**src/rtl/intr_src_cond.sv**
```systemverilog
// Interrupt source conditioner: synchronises raw interrupt lines and applies per-source
// enable, polarity and level/edge mode before the priority interrupt controller.
module intr_src_cond #(
    parameter int NUM_PHES    = 16,
    parameter int WIDTH       = $clog2(NUM_PHES),
    parameter int ADDR_WIDTH  = 3,
    parameter int SYNC_STAGES = 2
) (
    input  logic                  pclk_i,
    input  logic                  prst_i,
    input  logic [ADDR_WIDTH-1:0] paddr_i,
    input  logic                  pwrite_i,
    input  logic [NUM_PHES-1:0]   pwdata_i,
    input  logic                  psel_i,
    input  logic                  penable_i,
    output logic                  pready_o,
    output logic                  perror_o,
    output logic [NUM_PHES-1:0]   prdata_o,
    input  logic [NUM_PHES-1:0]   irq_i,
    output logic [NUM_PHES-1:0]   intr_active_o,
    input  logic [WIDTH-1:0]      intrt_to_be_serviced_i,
    input  logic                  intrt_serviced_i
);

    localparam logic [ADDR_WIDTH-1:0] ADDR_ENABLE   = ADDR_WIDTH'(0);
    localparam logic [ADDR_WIDTH-1:0] ADDR_MODE     = ADDR_WIDTH'(1);
    localparam logic [ADDR_WIDTH-1:0] ADDR_POLARITY = ADDR_WIDTH'(2);
    localparam logic [ADDR_WIDTH-1:0] ADDR_PENDING  = ADDR_WIDTH'(3);
    localparam logic [ADDR_WIDTH-1:0] ADDR_RAW      = ADDR_WIDTH'(4);

    logic [NUM_PHES-1:0] sync_q [SYNC_STAGES];
    logic [NUM_PHES-1:0] enable_q;
    logic [NUM_PHES-1:0] mode_q;
    logic [NUM_PHES-1:0] polarity_q;
    logic [NUM_PHES-1:0] prev_q;
    logic [NUM_PHES-1:0] pending_q;
    logic [NUM_PHES-1:0] pending_d;
    logic [NUM_PHES-1:0] lvl;
    logic [NUM_PHES-1:0] svc_clr;
    logic [NUM_PHES-1:0] clr;
    logic [NUM_PHES-1:0] rd_mux;

    logic access;
    logic wr_ok;
    logic wr_enable;
    logic wr_mode;
    logic wr_polarity;
    logic wr_pending;

    assign access      = psel_i & penable_i;
    // RAW and the unmapped addresses reject writes, so only 0..3 are writable.
    assign wr_ok       = access & pwrite_i & (paddr_i <= ADDR_PENDING);
    assign wr_enable   = wr_ok & (paddr_i == ADDR_ENABLE);
    assign wr_mode     = wr_ok & (paddr_i == ADDR_MODE);
    assign wr_polarity = wr_ok & (paddr_i == ADDR_POLARITY);
    assign wr_pending  = wr_ok & (paddr_i == ADDR_PENDING);

    assign lvl = sync_q[SYNC_STAGES-1] ^ polarity_q;

    // Comparing against every legal index naturally ignores out-of-range service indices.
    always_comb begin
        svc_clr = '0;
        for (int i = 0; i < NUM_PHES; i++) begin
            svc_clr[i] = intrt_serviced_i && (intrt_to_be_serviced_i == WIDTH'(i));
        end
    end

    assign clr = svc_clr | (wr_pending ? pwdata_i : '0);

    // Set is checked before clear so an edge coinciding with a service is never lost.
    always_comb begin
        pending_d = pending_q;
        for (int i = 0; i < NUM_PHES; i++) begin
            if (!enable_q[i] || (wr_enable && !pwdata_i[i])) begin
                pending_d[i] = 1'b0;
            end else if (wr_mode && pwdata_i[i] && !mode_q[i]) begin
                pending_d[i] = 1'b0;
            end else if (!mode_q[i]) begin
                pending_d[i] = lvl[i];
            end else if (lvl[i] && !prev_q[i]) begin
                pending_d[i] = 1'b1;
            end else if (clr[i]) begin
                pending_d[i] = 1'b0;
            end
        end
    end

    always_ff @(posedge pclk_i) begin
        if (!prst_i) begin
            for (int s = 0; s < SYNC_STAGES; s++) begin
                sync_q[s] <= '0;
            end
            enable_q   <= '0;
            mode_q     <= '0;
            polarity_q <= '0;
            prev_q     <= '0;
            pending_q  <= '0;
        end else begin
            sync_q[0] <= irq_i;
            for (int s = 1; s < SYNC_STAGES; s++) begin
                sync_q[s] <= sync_q[s-1];
            end
            prev_q    <= lvl;
            pending_q <= pending_d;
            if (wr_enable)   enable_q   <= pwdata_i;
            if (wr_mode)     mode_q     <= pwdata_i;
            if (wr_polarity) polarity_q <= pwdata_i;
        end
    end

    always_comb begin
        rd_mux = '0;
        case (paddr_i)
            ADDR_ENABLE:   rd_mux = enable_q;
            ADDR_MODE:     rd_mux = mode_q;
            ADDR_POLARITY: rd_mux = polarity_q;
            ADDR_PENDING:  rd_mux = pending_q;
            ADDR_RAW:      rd_mux = sync_q[SYNC_STAGES-1];
            default:       rd_mux = '0;
        endcase
    end

    assign pready_o      = prst_i & access;
    assign perror_o      = prst_i & access &
                           (pwrite_i ? (paddr_i > ADDR_PENDING) : (paddr_i > ADDR_RAW));
    assign prdata_o      = (prst_i && access && !pwrite_i) ? rd_mux : '0;
    assign intr_active_o = prst_i ? pending_q : '0;

endmodule

```
**config.mk**
```make
export PLATFORM = sky130hd
export DESIGN_NAME = intr_src_cond
export DESIGN_NICKNAME = d
export VERILOG_FILES = /design/src/rtl/intr_src_cond.sv
export SDC_FILE = /design/constraint.sdc
export NUM_CORES = 1
export LEC_CHECK = 0
export BUFFER_PORTS_ARGS = -buffer_cell sky130_fd_sc_hd__buf_2
export CAP_MARGIN = 25
export CORE_UTILIZATION = 61
export DETAILED_ROUTE_END_ITERATION = 6
export HOLD_SLACK_MARGIN = 0.05
export PLACE_DENSITY_LB_ADDON = 0.25
export SLEW_MARGIN = 10
export SYNTH_ARGS = -nofsm -noshare
export SYNTH_HDL_FRONTEND = slang
export SYNTH_SLANG_ARGS = --single-unit
```
**constraint.sdc**
```tcl
create_clock -name pclk_i -period 4.3 [get_ports pclk_i]
set_clock_uncertainty 0.05 [all_clocks]
set_input_delay 0.43 -clock pclk_i [delete_from_list [all_inputs] [get_ports pclk_i]]
set_output_delay 0.43 -clock pclk_i [all_outputs]
set_load 0.05 [all_outputs]
```
==> impl_metrics.csv, run 1 <==
group,metric,value,unit
critical_path,required,3.82,ns
critical_path,startpoint,"paddr_i[1]",
logic_synthesis,async_reset_ff_share,0,%
routing,via_per_inst,6.01,
logic_synthesis,synth_top_area_share,44.2,%
floorplanning,core-area,0.00789,sq mm
clocking,cts_sinks,112,
logic_synthesis,synth_top_area_cell,"dfxtp_1",
logic_synthesis,yosysMostFrequentCell,"dfxtp_1",
placement,io_buffers,78,
clocking,postCtsHoldBufs,0,
critical_path,cp_top_family,"buffers and inverters",
final_layout,finalNonFillerCells,754,
outcome,status,"finished clean",
timing,rsz0062_at_grt,"no",
timing,setup_violations,0,
clocking,cts_root_buffer,"clkbuf_8",
logic_synthesis,synth.avg_cell_area,8.60,sq um
grt,grt_max_degree,72,
critical_path,critPathKind,"in -> out",
pwr,power_density,322,mW/mm^2
final_layout,drive_gt1_share,16.1,%
logic_synthesis,synth-edff-count,0,
timing,whs,0.204,ns
timing,worst_slew_pin_slew,0.900,ns
logic_synthesis,netlist_top_cells_area,"dfxtp_1 44%, and2_1 8.1%, nand2_1 8.0%",
timing,post-route-period-util,66.5,%
logic_synthesis,synthDistinctLibCells,36,
logic_synthesis,syn_area,0.00507,sq mm
floorplanning,die_w,93.2,um
pwr,ir_worst_vdd,0.252,mV
logic_synthesis,ys.flop_type,"dfxtp_1",
final_layout,fill_cells,639,
logic_synthesis,synth_cells,590,
grt,gr-total-overflow,0,
logic_synthesis,ys_warn_count,0,
clocking,cts_max_level,3,
final_layout,seq_area,0.00224,sq mm
clocking,cts_buffers,9,
final_layout,nNetsFinal,692,
routing,ant_nets,0,
critical_path,arrival,2.38,ns
grt,grt_pass1_wl,20400,um
floorplanning,ios,79,
clocking,cts_buffer_depth,2,
critical_path,endpoint_kind,"output pin",
job,drv_cap,0,
routing,routed_wl,12700,um
logic_synthesis,synth-seq-area-share,44.2,%
hold_path,hold_start,"irq_i[11]",
clocking,cts_setup_buffers,0,
timing,timing.slew.headroom,39.8,%
clocking,worst_skew_pair.late_latency,0.37,ns
logic_synthesis,syn_nets,635,
timing,final-max-slew-violation-count,0,
timing,post-route-min-period,2.86,ns
critical_path,path_max_fanout,23,
placement,gp_congestion,0.847,
logic_synthesis,synth_common_cells,"112 x dfxtp_1, 108 x nand2_1, 66 x and2_1",
pwr,leakage,0.00219,uW
floorplanning,initial_core_util,64.3,%
timing,fin_setup_tns,0,ns
clocking,clk_pin_slew,0.10,ns
final_layout,area_growth,11.4,%
critical_path,crit_top_cell,"buf_2",
timing,fmax,0.349,GHz
routing,dr.pass1.iters,4,
final_layout,multi_input_area,0.00265,sq mm
critical_path,crit_buf_inv,2,
logic_synthesis,ys_seq_elements,112,
routing,via_count,4534,
floorplanning,dieHeight,93.2,um
final_layout,final_util,71.6,%
clocking,tritoncts,"done",
routing,drcViolationCount,0,
grt,grt.total_usage,30.2,%
hold_path,hp-class,"in -> reg",
critical_path,crit_path_max_incr_delay,0.64,ns
critical_path,rr_startpoint,"polarity_q[8]",
routing,wl_per_cell,16.8,um
grt,antenna_found_initial,0,
routing,drt-initial-drc-count,302,
clocking,post_cts_resized,0,
floorplanning,fp.dieArea,0.00868,sq mm
final_layout,antenna_cells,0,
grt,grt_pass1_vias,4223,
placement,place_inst,738,
floorplanning,num_rows,32,
placement,hpwl,8140,um
timing,hold_viol_final,0,
critical_path,crit_path_start_kind,"primary input",
critical_path,cp_cell_sequence,"buf_2 > o21ai_0 > nand3b_1 > a21oi_1 > buf_2",
critical_path,slowest_stage,"nand3b_1",
stage by stage:
| stage | total power (uW) | setup slack (ns) | area [sq um] |
|---|---|---|---|
| floorplan | 1170 | 1.63 | 5070 |
| global placement | 1220 | 1.54 | 5460 |
| detailed placement | 1230 | 1.49 | 5460 |
| CTS | 1820 | 1.49 | 5650 |
| global route | 1870 | 1.35 | 5650 |
| finish | 1820 | 1.44 | 5650 |
placed cells by master, fill, tap and decap left out, types with 16 or more instances in the layout:
| cell | Yosys | layout |
|---|---|---|
| dfxtp_1 | 112 | 112 |
| nand2_1 | 108 | 108 |
| buf_2 | 9 | 78 |
| and2_1 | 66 | 66 |
| a21boi_0 | 47 | 47 |
| a21oi_1 | 46 | 46 |
| nor2_1 | 35 | 35 |
| a21boi_1 | 17 | 17 |
| xor2_1 | 16 | 16 |
| o22ai_1 | 16 | 16 |
| o211ai_1 | 16 | 16 |
| a2111oi_0 | 16 | 16 |
sequential cells by signal, summed over array words and instances (netlist names):
name and flops:
enable_q 16, mode_q 16, pending_q 16, polarity_q 16
prev_q 16, sync_q 32
logic make-up (layout without fill, tap and decap cells):
logic type | after synthesis | in the layout | share of synthesized area (%)
AO/OA/AOI/OAI | 176 | 176 | 23.8
XOR/XNOR | 16 | 16 | 2.76
buffers and inverters | 38 | 100 | 3.50
flip-flops | 112 | 112 | 44.2
multiplexers | 16 | 16 | 3.40
AND/OR/NAND/NOR | 232 | 232 | 22.4
path summary, 6_finish.rpt:
check,end,slack (ns),cells past startpoint
hold reg to reg,sync_q[0][22],0.39,1
setup reg to reg,pending_q[8],2.60,4
setup / recovery,prdata_o[4],1.44,5
hold / removal,sync_q[0][11],0.20,2
routing by layer:
| layer | wire (um) | GRT usage [%] |
|---|---|---|
| met1 | 5380 | 38.7 |
| met4 | 292 | 10.6 |
| met2 | 6010 | 50.1 |
| met5 | 0 | 0 |
| met3 | 1010 | 6.50 |
layout make-up:
| cell class | count | area share [%] |
|---|---|---|
| Sequential cell | 112 | 39.7 |
| Clock buffer | 13 | 2.99 |
| Multi-Input combinational cell | 440 | 46.9 |
| Tap cell | 102 | 2.26 |
| Clock inverter | 3 | 0.421 |
| Timing Repair Buffer | 84 | 7.71 |
power by group:
part	total [uW]	internal, uW	leakage (uW)	switching [uW]
Clock	611	261	0.0000923	350
Combinational	138	52.4	0.00119	85.4
Sequential	1070	1060	0.000911	10.1
Total	1820	1370	0.00219	445
(Power assumes the default switching activity.)
==> run 2, diff against run 1 <==
--- a/config.mk
+++ b/config.mk
@@ -7,7 +7,7 @@
 export LEC_CHECK = 0
 export BUFFER_PORTS_ARGS = -buffer_cell sky130_fd_sc_hd__buf_2
 export CAP_MARGIN = 25
-export CORE_UTILIZATION = 61
+export CORE_UTILIZATION = 51
 export DETAILED_ROUTE_END_ITERATION = 6
 export HOLD_SLACK_MARGIN = 0.05
 export PLACE_DENSITY_LB_ADDON = 0.25
==> constraint.sdc (replaced) <==
create_clock -name pclk_i -period 2.3 [get_ports pclk_i]
set_clock_uncertainty 0.05 [all_clocks]
set_input_delay 0.23 -clock pclk_i [delete_from_list [all_inputs] [get_ports pclk_i]]
set_output_delay 0.23 -clock pclk_i [all_outputs]
set_load 0.05 [all_outputs]
==> run 2 against run 1 <==
Register-to-register slack worse by 2.0 ns. Flip-flop and latch count unchanged. Final cell count up 8.8%. Worst setup slack worse by 1.1 ns. Hold slack worse by 0.14 ns. Total power up 91%. Largest cell class unchanged. Utilization down 9.5 points. Global-route usage down 2.8 points. Clock-buffer cell count down 3. Sequential share of layout area down 2.4 points. Highest routed layer unchanged.
==> impl_metrics.csv, run 2 (same netlist as run 1, synthesis figures left out) <==
group,metric,value,unit
outcome,status,"finished clean",
critical_path,critPathKind,"reg -> out",
timing,setup_violations,0,
routing,drt-initial-drc-count,218,
critical_path,path_max_fanout,5,
clocking,cts_sinks,112,
clocking,post_cts_resized,0,
job,drv_cap,0,
timing,hold_viol_final,0,
grt,grt_max_degree,129,
final_layout,nNetsFinal,727,
timing,final-max-slew-violation-count,0,
timing,timing.slew.headroom,64.1,%
clocking,cts_max_level,3,
routing,via_per_inst,5.60,
pwr,power,3480,uW
floorplanning,dieHeight,102,um
routing,drcViolationCount,0,
timing,fmax,0.499,GHz
critical_path,endpoint_kind,"output pin",
floorplanning,ios,79,
critical_path,crit_path_start_kind,"flip-flop",
grt,antenna_found_initial,0,
final_layout,fill_cells,855,
routing,routed_wl,13400,um
grt,grt.total_usage,27.4,%
grt,grt_pass1_wl,21700,um
floorplanning,fp.dieArea,0.0103,sq mm
timing,fin_setup_tns,0,ns
hold_path,hp-class,"in -> reg",
grt,grt_pass1_vias,4441,
clocking,cts_root_buffer,"clkbuf_8",
pwr,leakage,0.00236,uW
floorplanning,core-area,0.00968,sq mm
final_layout,layout_common_cells,"112 x dfxtp_1, 108 x nand2_1, 78 x buf_2",
final_layout,antenna_cells,0,
clocking,clk_pin_slew,0.11,ns
timing,post-route-min-period,2.01,ns
placement,io_buffers,78,
placement,gp_congestion,0.790,
clocking,worst_skew_pair.late_latency,0.38,ns
final_layout,largest_reg_flops,32,
grt,gr-total-overflow,0,
final_layout,regMostFlops,"sync_q",
clocking,tritoncts,"done",
routing,via_count,4595,
routing,wl_per_cell,16.4,um
floorplanning,initial_core_util,52.4,%
timing,worst_slew_pin_slew,0.537,ns
critical_path,arrival,1.73,ns
floorplanning,die_w,102,um
final_layout,drive_gt1_share,17.3,%
placement,hpwl,8840,um
routing,dr.pass1.iters,6,
final_layout,mostFrequentLayoutCell,"dfxtp_1",
critical_path,required,2.02,ns
timing,rsz0062_at_grt,"no",
routing,ant_nets,0,
clocking,cts_buffers,9,
pwr,power_density,578,mW/mm^2
timing,post-route-period-util,87.2,%
clocking,cts_setup_buffers,0,
clocking,cts_buffer_depth,2,
floorplanning,num_rows,36,
clocking,postCtsHoldBufs,21,
pwr,ir_worst_vdd,0.498,mV
final_layout,area_growth,18.7,%
-- run 2: changes by cell type in the layout (fill, tap and decap cells not counted) --
cell	before	now
buf_12	0	1
buf_4	6	19
bufinv_16	0	1
clkbuf_8	12	9
clkinv_2	0	2
clkinv_4	0	1
clkinvlp_4	2	0
dlygate4sd3_1	0	21
inv_6	1	2
-- run 2: layout make-up --
cell class	count	area, sq um	area share, %
tap	133	166	2.77
multi-input combinational	440	2650	44.1
clock buffer	10	128	2.12
clock inverter	6	66.3	1.10
timing repair buffer	119	763	12.7
sequential	112	2240	37.3
-- run 2: worst paths after layout --
kind | slack (ns) | start | cells past startpoint | endpoint
min reg2reg | 0.39 | sync_q[0][10] | 1 | sync_q[0][26]
min | 0.06 | pwdata_i[10] | 2 | pending_q[10]
max | 0.29 | mode_q[14] | 5 | prdata_o[14]
max reg2reg | 0.62 | polarity_q[8] | 4 | pending_q[8]
-- run 2: stage by stage --
| step | hold slack (ns) | instances | cell area, sq um | setup slack (ns) | util [%] |
|---|---|---|---|---|---|
| 2_1_floorplan | 0.292 | 590 | 5070 | 0.0312 | - |
| 3_3_place_gp | 0.364 | 783 | 5610 | 0.354 | 58.0 |
| 3_5_place_dp | 0.369 | 783 | 5610 | 0.289 | 58.0 |
| 4_1_cts | 0.0516 | 820 | 6020 | 0.279 | 62.1 |
| 5_1_grt | 0.0583 | 820 | 6020 | 0.224 | 62.1 |
| 6_report | 0.0603 | 820 | 6020 | 0.294 | 62.1 |
-- run 2: power breakdown --
part / leakage [uW] / total [uW] / internal, uW / switching [uW]
clock network: 0.000101 / 1190 / 511 / 674
logic: 0.00135 / 297 / 131 / 167
registers: 0.000911 / 2000 / 1980 / 18.8
-- run 2: layer usage --
| metal | GRT usage, % | share of wire, % | up-vias |
|---|---|---|---|
| met5 | 0 | 0 | - |
| met4 | 9.14 | 1.7 | 0 |
| met3 | 4.69 | 5.9 | 21 |
| met2 | 46.1 | 48 | 162 |
| met1 | 35.5 | 44 | 2172 |
| li1 | - | - | 2240 |
-- run 2: worst max-delay path: stages, from the launching register on --
cell	delay, ns
dfxtp_1	0.36
mux4_2	0.44
nor2b_1	0.14
a31oi_1	0.14
nor2_1	0.06
buf_2	0.21
==> run 3, diff against run 2 <==
--- a/config.mk
+++ b/config.mk
@@ -5,11 +5,14 @@
 export SDC_FILE = /design/constraint.sdc
 export NUM_CORES = 1
 export LEC_CHECK = 0
+export ABC_CLOCK_PERIOD_IN_PS = 2300
 export BUFFER_PORTS_ARGS = -buffer_cell sky130_fd_sc_hd__buf_2
 export CAP_MARGIN = 25
 export CORE_UTILIZATION = 51
 export DETAILED_ROUTE_END_ITERATION = 6
+export GPL_TIMING_DRIVEN = 0
 export HOLD_SLACK_MARGIN = 0.05
+export MAX_ROUTING_LAYER = met4
 export PLACE_DENSITY_LB_ADDON = 0.25
 export SLEW_MARGIN = 10
 export SYNTH_ARGS = -nofsm -noshare
==> run 3 against run 2 <==
First-iteration DRC count rose by 110%. Die area unchanged. Clock-buffer cell count stayed put. Non-clock buffer count increased by 11. Hold slack improved by 0.00056 ns. Critical endpoint is now prdata_o[4]. Largest power group unchanged.
==> impl_metrics.csv, run 3 (same netlist as run 1, synthesis figures left out) <==
group,metric,value,unit
grt,antenna_found_initial,0,
grt,grt.total_usage,31.8,%
floorplanning,initial_core_util,52.4,%
floorplanning,num_rows,36,
routing,via_count,4800,
final_layout,final_util,61.8,%
timing,fmax,0.458,GHz
clocking,cts_root_buffer,"clkbuf_8",
final_layout,regMostFlops,"sync_q",
routing,ant_nets,0,
floorplanning,ios,79,
clocking,cts_sinks,112,
routing,highest_layer,"met4",
final_layout,mostFrequentLayoutCell,"dfxtp_1",
hold_path,hp-class,"in -> reg",
clocking,cts_setup_buffers,0,
routing,via_per_inst,5.78,
routing,wl_met1,6240,um
timing,worst_slew_pin_slew,0.686,ns
routing,wl_per_cell,18.5,um
critical_path,required,2.02,ns
clocking,worst_skew_pair.late_latency,0.37,ns
critical_path,critPathKind,"in -> out",
timing,rsz0062_at_grt,"no",
final_layout,area_growth,18.0,%
final_layout,nNetsFinal,738,
critical_path,arrival,1.90,ns
timing,timing.final.ws_setup,0.119,ns
placement,io_buffers,76,
routing,dr_wl_met3,1400,um
routing,wl_met2,7240,um
final_layout,largest_reg_flops,32,
job,drv_cap,0,
placement,hpwl,10500,um
placement,pre_cts_slack,-0.138,ns
timing,post-route-min-period,2.18,ns
grt,grt_pass1_wl,23500,um
outcome,status,"finished clean",
clocking,cts_max_level,3,
routing,routed_wl,15400,um
grt,gr-total-overflow,0,
timing,final-max-slew-violation-count,0,
timing,post-route-period-util,94.8,%
timing,hold_viol_final,0,
floorplanning,die_w,102,um
grt,grt_max_degree,19,
final_layout,fill_cells,868,
critical_path,endpoint_kind,"output pin",
routing,drt-initial-drc-count,455,
pwr,ir_worst_vdd,0.429,mV
timing,timing.slew.headroom,54.3,%
critical_path,path_max_fanout,10,
clocking,cts_buffers,9,
final_layout,layout_common_cells,"112 x dfxtp_1, 108 x nand2_1, 86 x buf_2",
placement,gp_congestion,0.895,
critical_path,crit_path_start_kind,"primary input",
clocking,clk_pin_slew,0.11,ns
pwr,power_density,592,mW/mm^2
routing,dr.pass1.iters,5,
final_layout,antenna_cells,0,
clocking,cts_buffer_depth,2,
floorplanning,core-area,0.00968,sq mm
final_layout,drive_gt1_share,16.8,%
clocking,tritoncts,"done",
grt,grt_pass1_vias,4571,
floorplanning,fp.dieArea,0.0103,sq mm
floorplanning,dieHeight,102,um
pwr,leakage,0.00234,uW
routing,drcViolationCount,0,
critical_path,r2r_slack,0.61,ns
timing,setup_violations,0,
==> run 3: cell types whose count changed in the layout (fill, tap and decap cells not counted) <==
cell	previous run	this run
buf_1	0	1
buf_4	19	6
dlygate4sd3_1	21	16
buf_2	78	86
clkbuf_2	0	3
buf_12	1	0
clkbuf_1	1	18
clkbuf_8	9	10
==> run 3: worst max-delay path: stages <==
cell and delay (ns):
buf_4 0.15, nor2_1 0.12, and2_1 0.14, clkbuf_1 0.29
buf_2 0.38, a21oi_1 0.14, a21oi_1 0.15, buf_2 0.30
==> run 3: final timing paths <==
path                        end            from  depth (start not counted)
setup reg to reg  pending_q[15]  polarity_q[15]                          4
hold / removal     pending_q[8]     pwdata_i[8]                          2
setup / recovery    prdata_o[4]      paddr_i[0]                          8
hold reg to reg   sync_q[0][29]   sync_q[0][13]                          1
==> run 3: area by class of cell <==
cell class | count | area [sq um] | share of cell area, %
Buffer | 38 | 181 | 3.03
Clock buffer | 10 | 138 | 2.30
Clock inverter | 6 | 66.3 | 1.11
Multi-Input combinational cell | 440 | 2650 | 44.3
Sequential cell | 112 | 2240 | 37.5
Tap cell | 133 | 166 | 2.78
Timing Repair Buffer | 92 | 541 | 9.03
==> run 3: what timing repair did <==
item	4_1_cts	5_1_grt
hold endpoints to repair	16	0
gates resized for setup	3	1
hold buffers	16	0
endpoints found under the setup margin	10	1
==> run 3: power breakdown <==
group	switching, uW	total [uW]	internal, uW
registers	19.5	2000	1980
clock network	690	1230	541
logic	189	312	123
total	899	3540	2640
==> run 3: layer usage <==
layer / track usage (%) / vias up
met5: - / -
met4: 13.9 / 0
met3: 5.73 / 45
met2: 50.3 / 227
met1: 39.6 / 2269
li1: - / 2259
==> run 3: through the flow <==
step                      std cells  cell area (sq um)  hold WS, ns  total power [uW]  TNS (ns)
after floorplan                 590               5070        0.292              2190         0
after global placement          799               5620        0.363              2320    -0.673
after detailed placement        799               5620        0.367              2330    -0.851
after CTS                       831               5990       0.0599              3540         0
after global routing            831               5990       0.0724              3650         0
final                           831               5990       0.0608              3540         0
